## src/rtl/craps_round_ctrl_pkg.sv

```systemverilog
// Shared types and dice constants for the craps round controller.
package craps_pkg;

  typedef enum logic [1:0] {
    ST_COME_OUT = 2'b00,
    ST_POINT    = 2'b01,
    ST_WIN      = 2'b10,
    ST_LOSE     = 2'b11
  } state_t;

  localparam int unsigned SUM_MIN    = 2;
  localparam int unsigned SUM_MAX    = 12;
  localparam int unsigned NATURAL_7  = 7;
  localparam int unsigned NATURAL_11 = 11;
  localparam int unsigned CRAPS_2    = 2;
  localparam int unsigned CRAPS_3    = 3;
  localparam int unsigned CRAPS_12   = 12;

endpackage

```

## src/rtl/craps_round_ctrl_if.sv

```systemverilog
// Roll/ack handshake and status bus between host and craps_round_ctrl.
interface craps_round_ctrl_if
  import craps_pkg::*;
#(
  parameter int unsigned SUM_W  = 4,
  parameter int unsigned ROLL_W = 6,
  parameter int unsigned CNT_W  = 8
);
  logic              roll_valid;
  logic [SUM_W-1:0]  sum;
  logic              new_game;
  state_t            state;
  logic [SUM_W-1:0]  point;
  logic [ROLL_W-1:0] rolls;
  logic              bad_sum;
  logic [CNT_W-1:0]  win_cnt;
  logic [CNT_W-1:0]  loss_cnt;

  modport master (
    output roll_valid, sum, new_game,
    input  state, point, rolls, bad_sum, win_cnt, loss_cnt
  );

  modport slave (
    input  roll_valid, sum, new_game,
    output state, point, rolls, bad_sum, win_cnt, loss_cnt
  );
endinterface

```

## src/rtl/craps_round_ctrl_sat_counter.sv

```systemverilog
// Saturating up-counter with synchronous active-low reset and sync clear.
module craps_sat_counter #(
  parameter int unsigned W = 8
) (
  input  logic         clk,
  input  logic         reset,
  input  logic         i_clr,
  input  logic         i_inc,
  output logic [W-1:0] o_cnt
);
  logic [W-1:0] r_cnt;

  always_ff @(posedge clk) begin
    if (!reset || i_clr)
      r_cnt <= '0;
    else if (i_inc && (r_cnt != '1))
      r_cnt <= r_cnt + W'(1);
  end

  assign o_cnt = r_cnt;
endmodule

```

## src/rtl/craps_round_ctrl.sv

```systemverilog
// Craps round controller: latches point, holds verdict until new_game.
// Win/loss statistics counters are built only when CRAPS_STATS_EN is defined.
module craps_round_ctrl
  import craps_pkg::*;
#(
  parameter int unsigned SUM_W     = 4,
  parameter int unsigned ROLL_W    = 6,
  parameter int unsigned MAX_ROLLS = 0,
  parameter int unsigned CNT_W     = 8
) (
  input  logic             clk,
  input  logic             reset,
  craps_round_ctrl_if.slave bus
);
  state_t            r_state, w_next;
  logic [SUM_W-1:0]  r_point;
  logic              r_bad;
  logic              w_bad, w_roll_inc, w_clr, w_set_point;
  logic [ROLL_W-1:0] w_rolls;
  logic [31:0]       w_sum32, w_pt_rolls;
  logic              w_legal, w_limit;

  assign w_sum32 = 32'(bus.sum);
  assign w_legal = (w_sum32 >= SUM_MIN) && (w_sum32 <= SUM_MAX);

  // Current rolls equals the point-phase count after this roll's increment,
  // except once saturated, where the increment no longer happens.
  assign w_pt_rolls = (w_rolls == '1) ? (32'(w_rolls) - 32'd1) : 32'(w_rolls);
  assign w_limit    = (MAX_ROLLS != 0) && (w_pt_rolls == MAX_ROLLS);

  always_comb begin
    w_next      = r_state;
    w_bad       = 1'b0;
    w_roll_inc  = 1'b0;
    w_clr       = 1'b0;
    w_set_point = 1'b0;
    case (r_state)
      ST_COME_OUT: begin
        if (bus.roll_valid) begin
          if (!w_legal) begin
            w_bad = 1'b1;
          end else begin
            w_roll_inc = 1'b1;
            if (w_sum32 == NATURAL_7 || w_sum32 == NATURAL_11)
              w_next = ST_WIN;
            else if (w_sum32 == CRAPS_2 || w_sum32 == CRAPS_3 || w_sum32 == CRAPS_12)
              w_next = ST_LOSE;
            else begin
              w_next      = ST_POINT;
              w_set_point = 1'b1;
            end
          end
        end
      end
      ST_POINT: begin
        if (bus.roll_valid) begin
          if (!w_legal) begin
            w_bad = 1'b1;
          end else begin
            w_roll_inc = 1'b1;
            if (bus.sum == r_point)
              w_next = ST_WIN;
            else if (w_sum32 == NATURAL_7 || w_limit)
              w_next = ST_LOSE;
          end
        end
      end
      ST_WIN, ST_LOSE: begin
        if (bus.new_game) begin
          w_next = ST_COME_OUT;
          w_clr  = 1'b1;
        end
      end
      default: w_next = ST_COME_OUT;
    endcase
  end

  always_ff @(posedge clk) begin
    if (!reset) begin
      r_state <= ST_COME_OUT;
      r_point <= '0;
      r_bad   <= 1'b0;
    end else begin
      r_state <= w_next;
      r_bad   <= w_bad;
      if (w_clr)
        r_point <= '0;
      else if (w_set_point)
        r_point <= bus.sum;
    end
  end

  craps_sat_counter #(.W(ROLL_W)) u_rolls (
    .clk   (clk),
    .reset (reset),
    .i_clr (w_clr),
    .i_inc (w_roll_inc),
    .o_cnt (w_rolls)
  );

  assign bus.state   = r_state;
  assign bus.point   = r_point;
  assign bus.rolls   = w_rolls;
  assign bus.bad_sum = r_bad;

`ifdef CRAPS_STATS_EN
  logic w_win_evt, w_loss_evt;

  assign w_win_evt  = (w_next == ST_WIN)  && (r_state != ST_WIN);
  assign w_loss_evt = (w_next == ST_LOSE) && (r_state != ST_LOSE);

  craps_sat_counter #(.W(CNT_W)) u_win_cnt (
    .clk   (clk),
    .reset (reset),
    .i_clr (1'b0),
    .i_inc (w_win_evt),
    .o_cnt (bus.win_cnt)
  );

  craps_sat_counter #(.W(CNT_W)) u_loss_cnt (
    .clk   (clk),
    .reset (reset),
    .i_clr (1'b0),
    .i_inc (w_loss_evt),
    .o_cnt (bus.loss_cnt)
  );
`else
  assign bus.win_cnt  = '0;
  assign bus.loss_cnt = '0;
`endif
endmodule

```

## src/flat_wrapper.sv

```systemverilog
// flat-port wrapper written by rule: the top's interface ports become plain ports
module craps_round_ctrl_flat import craps_pkg::*;
#(
  parameter int unsigned SUM_W     = 4,
  parameter int unsigned ROLL_W    = 6,
  parameter int unsigned MAX_ROLLS = 0,
  parameter int unsigned CNT_W     = 8
)
  (clk, reset, bus_roll_valid, bus_sum, bus_new_game, bus_state, bus_point, bus_rolls, bus_bad_sum, bus_win_cnt, bus_loss_cnt);
  craps_round_ctrl_if #(.SUM_W(SUM_W), .ROLL_W(ROLL_W), .CNT_W(CNT_W)) bus_i ();
  input  logic clk;
  input  logic reset;
  input wire logic [$bits(bus_i.roll_valid)-1:0] bus_roll_valid;
  input wire logic [$bits(bus_i.sum)-1:0] bus_sum;
  input wire logic [$bits(bus_i.new_game)-1:0] bus_new_game;
  output wire logic [$bits(bus_i.state)-1:0] bus_state;
  output wire logic [$bits(bus_i.point)-1:0] bus_point;
  output wire logic [$bits(bus_i.rolls)-1:0] bus_rolls;
  output wire logic [$bits(bus_i.bad_sum)-1:0] bus_bad_sum;
  output wire logic [$bits(bus_i.win_cnt)-1:0] bus_win_cnt;
  output wire logic [$bits(bus_i.loss_cnt)-1:0] bus_loss_cnt;
  assign bus_i.roll_valid = bus_roll_valid;
  assign bus_i.sum = bus_sum;
  assign bus_i.new_game = bus_new_game;
  assign bus_state = bus_i.state;
  assign bus_point = bus_i.point;
  assign bus_rolls = bus_i.rolls;
  assign bus_bad_sum = bus_i.bad_sum;
  assign bus_win_cnt = bus_i.win_cnt;
  assign bus_loss_cnt = bus_i.loss_cnt;
  craps_round_ctrl #(.SUM_W(SUM_W), .ROLL_W(ROLL_W), .MAX_ROLLS(MAX_ROLLS), .CNT_W(CNT_W)) u_core (.clk(clk), .reset(reset), .bus(bus_i));
endmodule
```

## config.mk

```make
export PLATFORM = sky130hd
export DESIGN_NAME = craps_round_ctrl_flat
export DESIGN_NICKNAME = d
export VERILOG_FILES = /design/src/rtl/craps_round_ctrl_pkg.sv /design/src/rtl/craps_round_ctrl_if.sv /design/src/rtl/craps_round_ctrl_sat_counter.sv /design/src/rtl/craps_round_ctrl.sv /design/src/flat_wrapper.sv
export SDC_FILE = /design/constraint.sdc
export NUM_CORES = 1
export LEC_CHECK = 0
export ABC_AREA = 1
export CORE_AREA = 4 4 60 51
export DETAILED_ROUTE_END_ITERATION = 8
export DIE_AREA = 0 0 64 55
export GPL_ROUTABILITY_DRIVEN = 0
export HOLD_SLACK_MARGIN = 0.03
export PLACE_DENSITY = 0.79
export SLEW_MARGIN = 0
export SYNTH_ARGS = -nofsm -noshare
export SYNTH_HDL_FRONTEND = slang
export SYNTH_SLANG_ARGS = --single-unit
```

## constraint.sdc

```tcl
create_clock -name clk -period 1.1 [get_ports clk]
set_input_delay 0.165 -clock clk [delete_from_list [all_inputs] [get_ports clk]]
set_output_delay 0.165 -clock clk [all_outputs]
set_load 0.1 [all_outputs]
```

Yosys cells after proc, flatten, opt, wreduce, memory -nomap -nowiden

Index checks and enable logic that the tools add are counted.

Add/subtract/negate cells: 1
Magnitude comparators: 2
Eq/ne operators: 16
Muxes and demuxes: 21
Bitwise logic cells: 1
Reductions and logical operators: 13

Operators by type and width:

| kind                                                  | number |
|---|---|
| two-way mux 2 bit                                     | 9 |
| two-way mux 1 bit                                     | 11 |
| equality test 4 x 2 -> 1 bit, second input constant   | 2 |
| equality test 4 bit, second input constant            | 2 |
| adder 6 x 1 -> 6 bit, second input constant           | 1 |
| inequality test 2 bit, second input constant          | 3 |
| inequality test 6 bit, second input constant          | 1 |
| one-hot mux 2 bit (3 select lines)                    | 1 |
| AND reduction 6 bit                                   | 1 |
| OR reduction 2 bit                                    | 3 |
| equality test 2 bit, second input constant            | 2 |
| equality test 4 x 3 -> 1 bit, second input constant   | 1 |
| equality test 4 bit                                   | 1 |
| >= comparator 4 x 2 -> 1 bit, second input constant   | 1 |
| less-or-equal comparator 4 bit, second input constant | 1 |
| logical OR 1 bit                                      | 4 |
| inequality test 2 x 1 -> 1 bit, second input constant | 2 |
| inequality test 3 x 1 -> 1 bit, second input constant | 1 |
| AND reduction 3 bit                                   | 1 |
| equality test 2 x 1 -> 1 bit, second input constant   | 1 |
| logical AND 1 bit                                     | 2 |
| zero test 2 bit                                       | 1 |
| zero test 1 bit                                       | 1 |
| NOT 1 bit                                             | 1 |

Register bits after elaboration: 13
Word-level logic and storage cells: 58

Logic depth before layout (Yosys ltp)

Gate-level depths: netlist (run 1).

Depth in word-level cells: 8
Mapped depth: 10

By module

Synthesis (run 1) repeated with hierarchy kept, for this count alone.

Cells, all modules: 159
Area total of the unflattened synthesis: 1017.2 µm²

Modules (own cells, without submodules):

| module            | instances | cells each | area each (µm²) | sequential area each (µm²) |
|---|---|---|---|---|
| craps_round_ctrl  | 1         | 102        | 638.1           | 140.1 |
| craps_sat_counter | 1         | 57         | 379.1           | 120.1 |

Least setup slack after synthesis (run 1)

OpenSTA, ideal clock, no wires.

Kind: reg2reg
Start point: register u_core.u_rolls.r_cnt[0], in the netlist u_core.u_rolls.o_cnt[0]
End point: register u_core.u_rolls.r_cnt[0], in the netlist u_core.u_rolls.o_cnt[0]
Setup time: 0.166 ns
Arrival time: 1.909 ns
Setup slack: -0.975 ns
Stages on the path, launching flop included: 7
Path buffers: 0
Clock period less this slack: 2.075 ns
Cell sequence: dfxtp_1 ha_1 nand3_1 nor2_1 nor2_4 o21ai_0 a21oi_1

Word-level cells in the longest chain between the ends: 2

Ends and longest elaborated chain:

| what                                                         | line                               | source |
|---|---|---|
| start: declaration                                           | craps_round_ctrl_sat_counter.sv:11 | `logic [W-1:0] r_cnt;` |
| start signal: assignment                                     | craps_round_ctrl_sat_counter.sv:17 | `r_cnt <= r_cnt + W'(1);` |
| branches (longest 2 deep; another with adder 6 x 1 -> 6 bit) | -                                  |  |

Parallel ways; which one is timed is not known.
A chain may end at the register's enable or synchronous reset.

Worst setup path in the final report (run 1)

Start point: register u_core.u_rolls.r_cnt[1], in the netlist u_core.u_rolls.o_cnt[1]
End point: register u_core.u_rolls.r_cnt[5], in the netlist u_core.u_rolls.o_cnt[5]

Same word-level chain as after synthesis.

==> results.md, run 1 <==
- Counting I/O delays and the setup requirement, the final critical path takes 1.19 ns.
- The HPWL after detailed placement is 1.87 mm.
- The effective utilization at floorplan is 36.9%.
- VDD sags by at most 0.777 mV.
- Yosys mapped a number of flops with a built-in enable equal to 0.
- Across the run, the number of max-cap violations was 0.
- The CTS root buffer is clkbuf_4.
- The switching power summed over all nets is 1.13 mW.
- The worst-path cell with the longest stage delay is dfxtp_4.
- The number of nets in the finished design is 196.
- The share of total power dissipated in combinational logic is 59.6%.
- Dividing the final minimum period by the clock period gives 108%.
- The most used flip-flop cell after synthesis is dfxtp_1.
- The first detailed-routing pass took 4 iterations.
- Once routing completed, OpenROAD measured the worst setup slack at -0.0859 ns.
- The power density normalized to cell area is 1390 nW/um2.
- The count of nets left with antenna violations once routing finished came out at 0.
- Dividing the detail-routed wire length by the instance count gives 12.8 um.
- The classification of the worst-slack hold path is in -> reg.
- In this run the cell area measured after placement is 1390 um2.
- The maximum root-to-sink buffer count is 2.
- The sequential cell area fraction in the yosys report is 29.1%.
- The detailed-route wire length is 2.85 mm.
- The total vias in the final route is 1019.
- The die boundary height is 55 um.
- The final non-filler cell area is 1580 um2.
- The run finished, with violations left.
- The final hold violation count was 0.
- The via count of the first global-routing pass is 956.
- The layout overhead on the synthesized area is 76.1%.
- The clock slew at the register clock pins of the worst setup and hold paths is 0.08 ns.
- The number of input and output port buffers inserted is 20.
- The number of antenna violations at the first check in global routing is 0.
- By instance count, the cell type seen most on the critical path is nor2_4.
- During synthesis, Yosys emitted a total of 0 warnings.
- For this design, the sink count on the clock tree is 13.
- For this run the aggregate overflow at the end of global routing stands at 0.
- The number of buffers inserted for hold repair after clock tree synthesis is 0.
- The largest driver fanout on the critical path is 5.
- The analysis attributes to cell leakage a power of 0.715 nW.
- By startpoint and endpoint, the worst setup path is classified as reg -> reg.
- Hold is met by 0.352 ns.
- The final reports fail on negative setup slack.
- The largest net degree at the start of global routing is 8.
- Sequential cells burn 26.7% of the power.
- Clock latency on the worst-skew pair, taken at its later pin, is 0.28 ns.
- The total clock buffers created by CTS is 3.
- STA classifies the critical path startpoint as a register.
- The clock tree from TritonCTS is done.
- The number of flip-flops and latches in the synthesized netlist is 13.
- The die covers 3520 um2.
- The number of max-slew violations in the final report was 0.
- The final setup skew is 0.00800 ns.
- The cell taking the most area after synthesis is dfxtp_1.
- STA classifies the critical path endpoint as a register.
- In the final layout, the share of cells above drive strength 1 is 48.9%.
- The synthesized netlist contains 18 unique library cells.
- After synthesis, the share of flip-flops with an asynchronous set or reset is 0%.
- The peak per-stage delay on the critical path is 0.38 ns.
- The clock network power share is 13.7%.
- Counting tap cells, the placed design contains a total of 210 instances.
- The synthesized area is 895 um2.
- Setup repair after global routing could not meet its margin everywhere.
- Among all cell types in the netlist, the one instantiated most often is nand2_1.
- The final routed DRC violation total is 0.
- The post-detailed-route via-to-cell ratio is 4.59.
- In this run, the number of DRC markers left after iteration 0 of detailed routing was 21.
- Prior to clock tree synthesis, the placed netlist has a worst setup slack of -0.536 ns.
- 0 antenna diodes ended up in the layout.
- Ranked by instance count, the synthesized netlist is headed by nand2_1 (42), nor2_1 (19), buf_4 (16).
- Synthesis produced 141 cells.
- The top cell type by area accounts for 29.1% of the synthesized area.
- CTS built an H-tree with a depth of 1.
- The first global-routing pass estimated 4.15 mm of wire.
- By area the synthesized netlist is led by dfxtp_1 (29%), nand2_1 (18%), buf_4 (13%).
- In this run the horizontal extent of the chip is 64 um.
- The per-instance average area after synthesis is 6.34 um2.
- The highest achievable clock rate is 0.843 GHz.
- The signal on the critical path passes through ha_4 -> nand3_4 -> nor2_4 -> nor2_4 -> inv_2 -> nand2_1 -> a21oi_1.
- 37 I/O pins were placed.
- For this run, the number of standard cells in the final layout without fillers is 222.
- The global-route usage over all layers is 15.5%.
- The number of rows created at floorplan is 16.
- Net switching is 51.4% of the power.
- STA puts the critical path data arrival time at 1.40 ns.
- The area of the placeable core is 2420 um2.
- STA puts the critical path data required time at 1.31 ns.
- After layout, the design draws a total of 2.19 mW.
- The cell-internal power is 1.06 mW.
- The total setup violations reported at the end of the flow is 11.
-- critical path, delay by kind of cell (launching register included) --
kind / cells / cell delay, ns
flip-flops: 1 / 0.38
buffers and inverters: 1 / 0.08
adder cells (fa/ha/maj): 1 / 0.15
AO/OA/AOI/OAI: 1 / 0.11
AND/OR/NAND/NOR: 4 / 0.39
-- layout make-up --
cell class              count  area [um2]
flip-flops and latches     13         303
inverters                  16        62.6
well taps                  36        45.0
clock buffers               4        26.3
multi-input cells         112         634
fillers                   190         847
repair buffers             41         504
-- layer usage --
metal  GRT usage, %  vias up  wire [um]
li1               -      501          -
met1           15.7      471       1130
met2           29.3       44       1500
met3           6.26        3        197
met4           5.73        0         26
met5              0        -          0
-- power by group through the flow --
stage / clock network (mW) / registers, mW / logic (mW)
2_1_floorplan: 0 / 0.887 / 0.545
3_3_place_gp: 0 / 0.582 / 1.14
3_5_place_dp: 0 / 0.585 / 1.16
4_1_cts: 0.319 / 0.582 / 1.21
5_1_grt: 0.342 / 0.589 / 1.37
6_report: 0.300 / 0.584 / 1.31
-- what timing repair did --
action                     in CTS  in global routing
hold endpoints to repair        0                  0
setup buffers                   3                  5
pin swaps                      11                 17
cloned                          1                  0
setup endpoints to repair      17                 17
resized for setup              17                 25
-- cell families (layout without fill, tap and decap cells) --
group	count (synthesis)	after routing	synth area share, %
adders and majority gates	1	1	1.40
buffers and inverters	32	61	20.1
and+or+nand+nor	78	79	38.7
AOI/OAI and AO/OA	13	13	7.27
xor gates and xnor gates	3	3	2.94
DFF	13	13	29.1
other	1	16	0.419
-- path summary, 6_finish.rpt --
kind,end,slack [ns],depth (start not counted),from
worst max-delay path,u_core.u_rolls.o_cnt[5],-0.09,7,u_core.u_rolls.o_cnt[1]
worst min-delay path,u_core.bus.point[3],0.35,4,bus_sum[3]
worst max register to register,u_core.u_rolls.o_cnt[5],-0.09,7,u_core.u_rolls.o_cnt[1]
worst min register to register,u_core.bus.point[2],0.51,2,u_core.bus.point[2]
-- through the flow --
| step | util, % | TNS (ns) |
|---|---|---|
| 2_1_floorplan | - | -1.45 |
| 3_3_place_gp | 57.2 | -5.39 |
| 3_5_place_dp | 57.2 | -5.97 |
| 4_1_cts | 61.3 | -0.145 |
| 5_1_grt | 65.0 | -1.34 |
| 6_report | 65.0 | -0.514 |
-- cell usage in the layout (no fill, tap or decap), types with 2 or more instances in the layout --
cell type and n:
nand2_1 36, conb_1 16, buf_4 16, nor2_1 15, buf_12 14, dfxtp_4 11, inv_1 8, nand2_2 8
inv_2 7, a21oi_2 7, nor2_4 5, nand3_1 5, nand3_2 4, a21oi_1 4, buf_6 4, clkbuf_4 3
nor2_2 2, xor2_1 2, nand3_4 2, clkdlybuf4s50_1 2, clkdlybuf4s15_1 2, clkbuf_2 2
-- state kept, by name, indices dropped and copies added (netlist names) --
register / count
u_core.bus.point: 4
u_core.bus.state: 2
u_core.bus.bad_sum: 1
u_core.u_rolls.o_cnt: 6
Power figures use the tool's default switching activity.
==> run 2, diff against run 1 <==
--- a/config.mk
+++ b/config.mk
@@ -11,7 +11,7 @@
 export DIE_AREA = 0 0 64 55
 export GPL_ROUTABILITY_DRIVEN = 0
 export HOLD_SLACK_MARGIN = 0.03
-export PLACE_DENSITY = 0.79
+export PLACE_DENSITY = 0.82
 export SLEW_MARGIN = 0
 export SYNTH_ARGS = -nofsm -noshare
 export SYNTH_HDL_FRONTEND = slang
==> results.md, run 2 (synthesis gave the netlist of run 1 again) <==
- The number of input and output port buffers inserted is 20 (unchanged).
- The area occupied by registers was 303 um2 (unchanged).
- Clock tree synthesis selected as its root buffer the cell clkbuf_4.
- The final-layout worst hold slack is 0.403 ns (+0.0501 ns).
- The detailed-route wire length came to 2.75 mm (-3.3%).
- The chip width is 64 um (unchanged).
- The final setup skew was 0.00138 ns (-0.00662 ns).
- The worst setup path is captured at a register.
- The type of element launching the critical path is a register.
- The time the final worst path needs with I/O delays and setup is 1.20 ns (+0.0115 ns).
- The number of clock sinks came to 13 (unchanged).
- The worst-case register-to-register setup slack is -0.1 ns (about the same).
- The post-detailed-route via-to-cell ratio is 4.57 (-0.53%).
- Leaving out fill and tap cells, the most frequent cells in the layout are nand2_1 (36), nor2_1 (16), conb_1 (16).
- The clock slew at the register clock pins of the worst setup and hold paths is 0.08 ns (about the same).
- The total clock buffers created by CTS was 3 (unchanged).
- The number of nets in the finished design is 195 (-0.51%).
- The global-route usage over all layers is 14.3% (-1.1 points).
- The worst hold path terminates at u_core.bus.point[0].
- The data arrival time at the worst-slack endpoint is 1.42 ns (+0.02 ns).
- The total power after layout came to 2.18 mW (-0.44%).
- The worst hold path startpoint is bus_sum[0].
- The part of the cycle the worst path needs is 109% (+1.0 points).
- The layout overhead on the synthesized area is 75.7%.
- The number of DRC markers after the initial detailed-route iteration was 50 (+140%).
- The number of buffers inserted for hold repair after clock tree synthesis is 0 (unchanged).
- The effective utilization at floorplan is 36.9% (unchanged).
- The first-pass GRT wire length is 3.86 mm (-7.1%).
- The multi-input combinational cell area is 639 um2 (+0.79%).
- The total setup violations reported at the end of the flow is 11 (unchanged).
- The total vias in the final route is 1009 (-0.98%).
- The via count of the first global-routing pass is 849 (-11%).
- The total of max-cap violations was 0 (unchanged).
- The number of max-slew violations in the final report was 0 (unchanged).
- Setup repair after global routing could not meet its margin everywhere.
- The worst path required time is 1.32 ns (about the same).
- The worst path setup slack after routing is -0.0975 ns (-0.0115 ns).
- The HPWL after detailed placement is 1.80 mm (-3.5%).
- The floorplan die area is 3520 um2 (unchanged).
- The final routed DRC violation total came to 0 (unchanged).
- The leakage component of the power is 0.717 nW (+0.32%).
- The share of power burned in registers is 26.6% (about the same).
- The largest net degree at the start of global routing is 8 (unchanged).
- The filler cell count in the final layout is 195 (+2.6%).
- The cell-internal power is 1.06 mW (-0.11%).
- The highest achievable clock rate is 0.835 GHz (-0.96%).
- The antenna diode instance count is 0 (unchanged).
- The number of nets still failing antenna checks after routing came to 0 (unchanged).
- The number of flip-flops under the largest register name is 6 (unchanged).
- The boundary pin count was 37 (unchanged).
- The layout cell share with drive strength beyond 1 is 45.9% (-3.0 points).
- The first-pass iteration count of the detailed router is 4 (unchanged).
- The worst reg2reg path endpoint is u_core.u_rolls.o_cnt[5].
- The run finished, with violations left.
- The clock network power share came to 14.2% (+0.5 points).
- TritonCTS built the clock tree.
- The worst setup path is of the reg -> reg kind.
- The cell depth of the worst flop-to-flop path is 7 (unchanged).
- The number of rows created at floorplan was 16 (unchanged).
- In this run the critical register-to-register path is launched from u_core.u_rolls.o_cnt[1].
- The highest ir drop seen on vdd is 0.817 mV (+5.1%).
- The final hold violation count is 0 (unchanged).
- The final reports fail on negative setup slack.
- The routed length per placed instance was 12.4 um (-2.9%).
- The area of the placeable core was 2420 um2 (unchanged).
- The leading cell type in the layout, fill and taps excluded is nand2_1.
- The global-route congestion overflow total came to 0 (unchanged).
- The switching power summed over all nets is 1.12 mW (-0.76%).
- The maximum root-to-sink buffer count came to 2 (unchanged).
- The largest driver fanout on the critical path came to 5 (unchanged).
- The net switching share of the total power was 51.2% (-0.16 points).
- The die boundary height is 55 um (unchanged).
- The clock network latency to the later pin of the worst-skew pair is 0.29 ns (about the same).
- The setup TNS after final layout is -0.516 ns (-0.00215 ns).
- The number of antenna violations at the first check in global routing was 0 (unchanged).
- The combinational group share of total power is 59.2% (-0.4 points).
- The count of H-tree levels built during CTS came to 1 (unchanged).
- The classification of the worst-slack hold path is in -> reg.
- The instance count along the most critical hold path is 4 (unchanged).
- The power density normalized to cell area was 1390 nW/um2 (-0.21%).
## run 2: cell count changes in the layout (fill, tap and decap cells not counted), moves of 2 or more
cell	delta
nor2_2	-2
buf_4	-2
buf_6	+2
clkbuf_2	-2
inv_1	+2
dlygate4sd2_1	+3
## run 2: worst max path at each step
stage | startpoint | to | slack, ns | cells after the start
3_3_place_gp | bus_sum[3] | u_core.bus.state[0] | -0.45 | 11
5_1_grt | u_core.u_rolls.o_cnt[1] | u_core.u_rolls.o_cnt[5] | -0.15 | 7
2_1_floorplan | u_core.u_rolls.o_cnt[0] | u_core.u_rolls.o_cnt[5] | -0.22 | 7
3_5_place_dp | bus_sum[0] | u_core.bus.point[0] | -0.52 | 10
4_1_cts | u_core.u_rolls.o_cnt[1] | u_core.u_rolls.o_cnt[4] | -0.05 | 7
6_report | u_core.u_rolls.o_cnt[1] | u_core.u_rolls.o_cnt[5] | -0.1 | 7
## run 2: critical path, cell delays in order, from the launching register on
cell and delay, ns:
dfxtp_4 0.38, ha_4 0.15, nand3_4 0.08, nor2_4 0.19, nor2_4 0.07, inv_2 0.08
nand2_1 0.06, a21oi_2 0.12
## run 2: routing by layer
layer	track usage [%]	routed length [um]	vias up
met2	23.7	1400	45
li1	-	-	495
met3	3.23	200	9
met1	18.2	1080	460
met4	6.45	72	0
met5	0	0	-
## run 2: final cells by class
class	count	share of cell area [%]
Multi-Input combinational cell	112	40.7
Timing Repair Buffer	40	31.7
Sequential cell	13	19.3
Inverter	16	3.82
Tap cell	36	2.87
Clock buffer	4	1.67
## run 2: stage by stage
stage               worst slack (ns)  utilization, %  cell area, um2  cells
finish                       -0.0975            64.9            1570    221
global route                  -0.151            64.9            1570    221
CTS                          -0.0453            61.9            1500    219
detailed placement            -0.515            58.2            1410    213
global placement              -0.447            58.2            1410    213
floorplan                     -0.221               -            1030    156
## run 2: timing repair
| action | 4_1_cts | 5_1_grt |
|---|---|---|
| pin swaps | 14 | 15 |
| cloned | 1 | 0 |
| setup buffers | 1 | 2 |
| endpoints found under the setup margin | 19 | 19 |
| endpoints found under the hold margin | 0 | 0 |
| gates resized for setup | 20 | 16 |
## run 2: power by group through the flow
stage               Clock [mW]  Sequential [mW]  Combinational (mW)
floorplan                    0            0.887               0.545
global placement             0            0.580                1.17
detailed placement           0            0.580                1.18
CTS                      0.315            0.575                1.21
global route             0.345            0.586                1.36
finish                   0.311            0.580                1.29
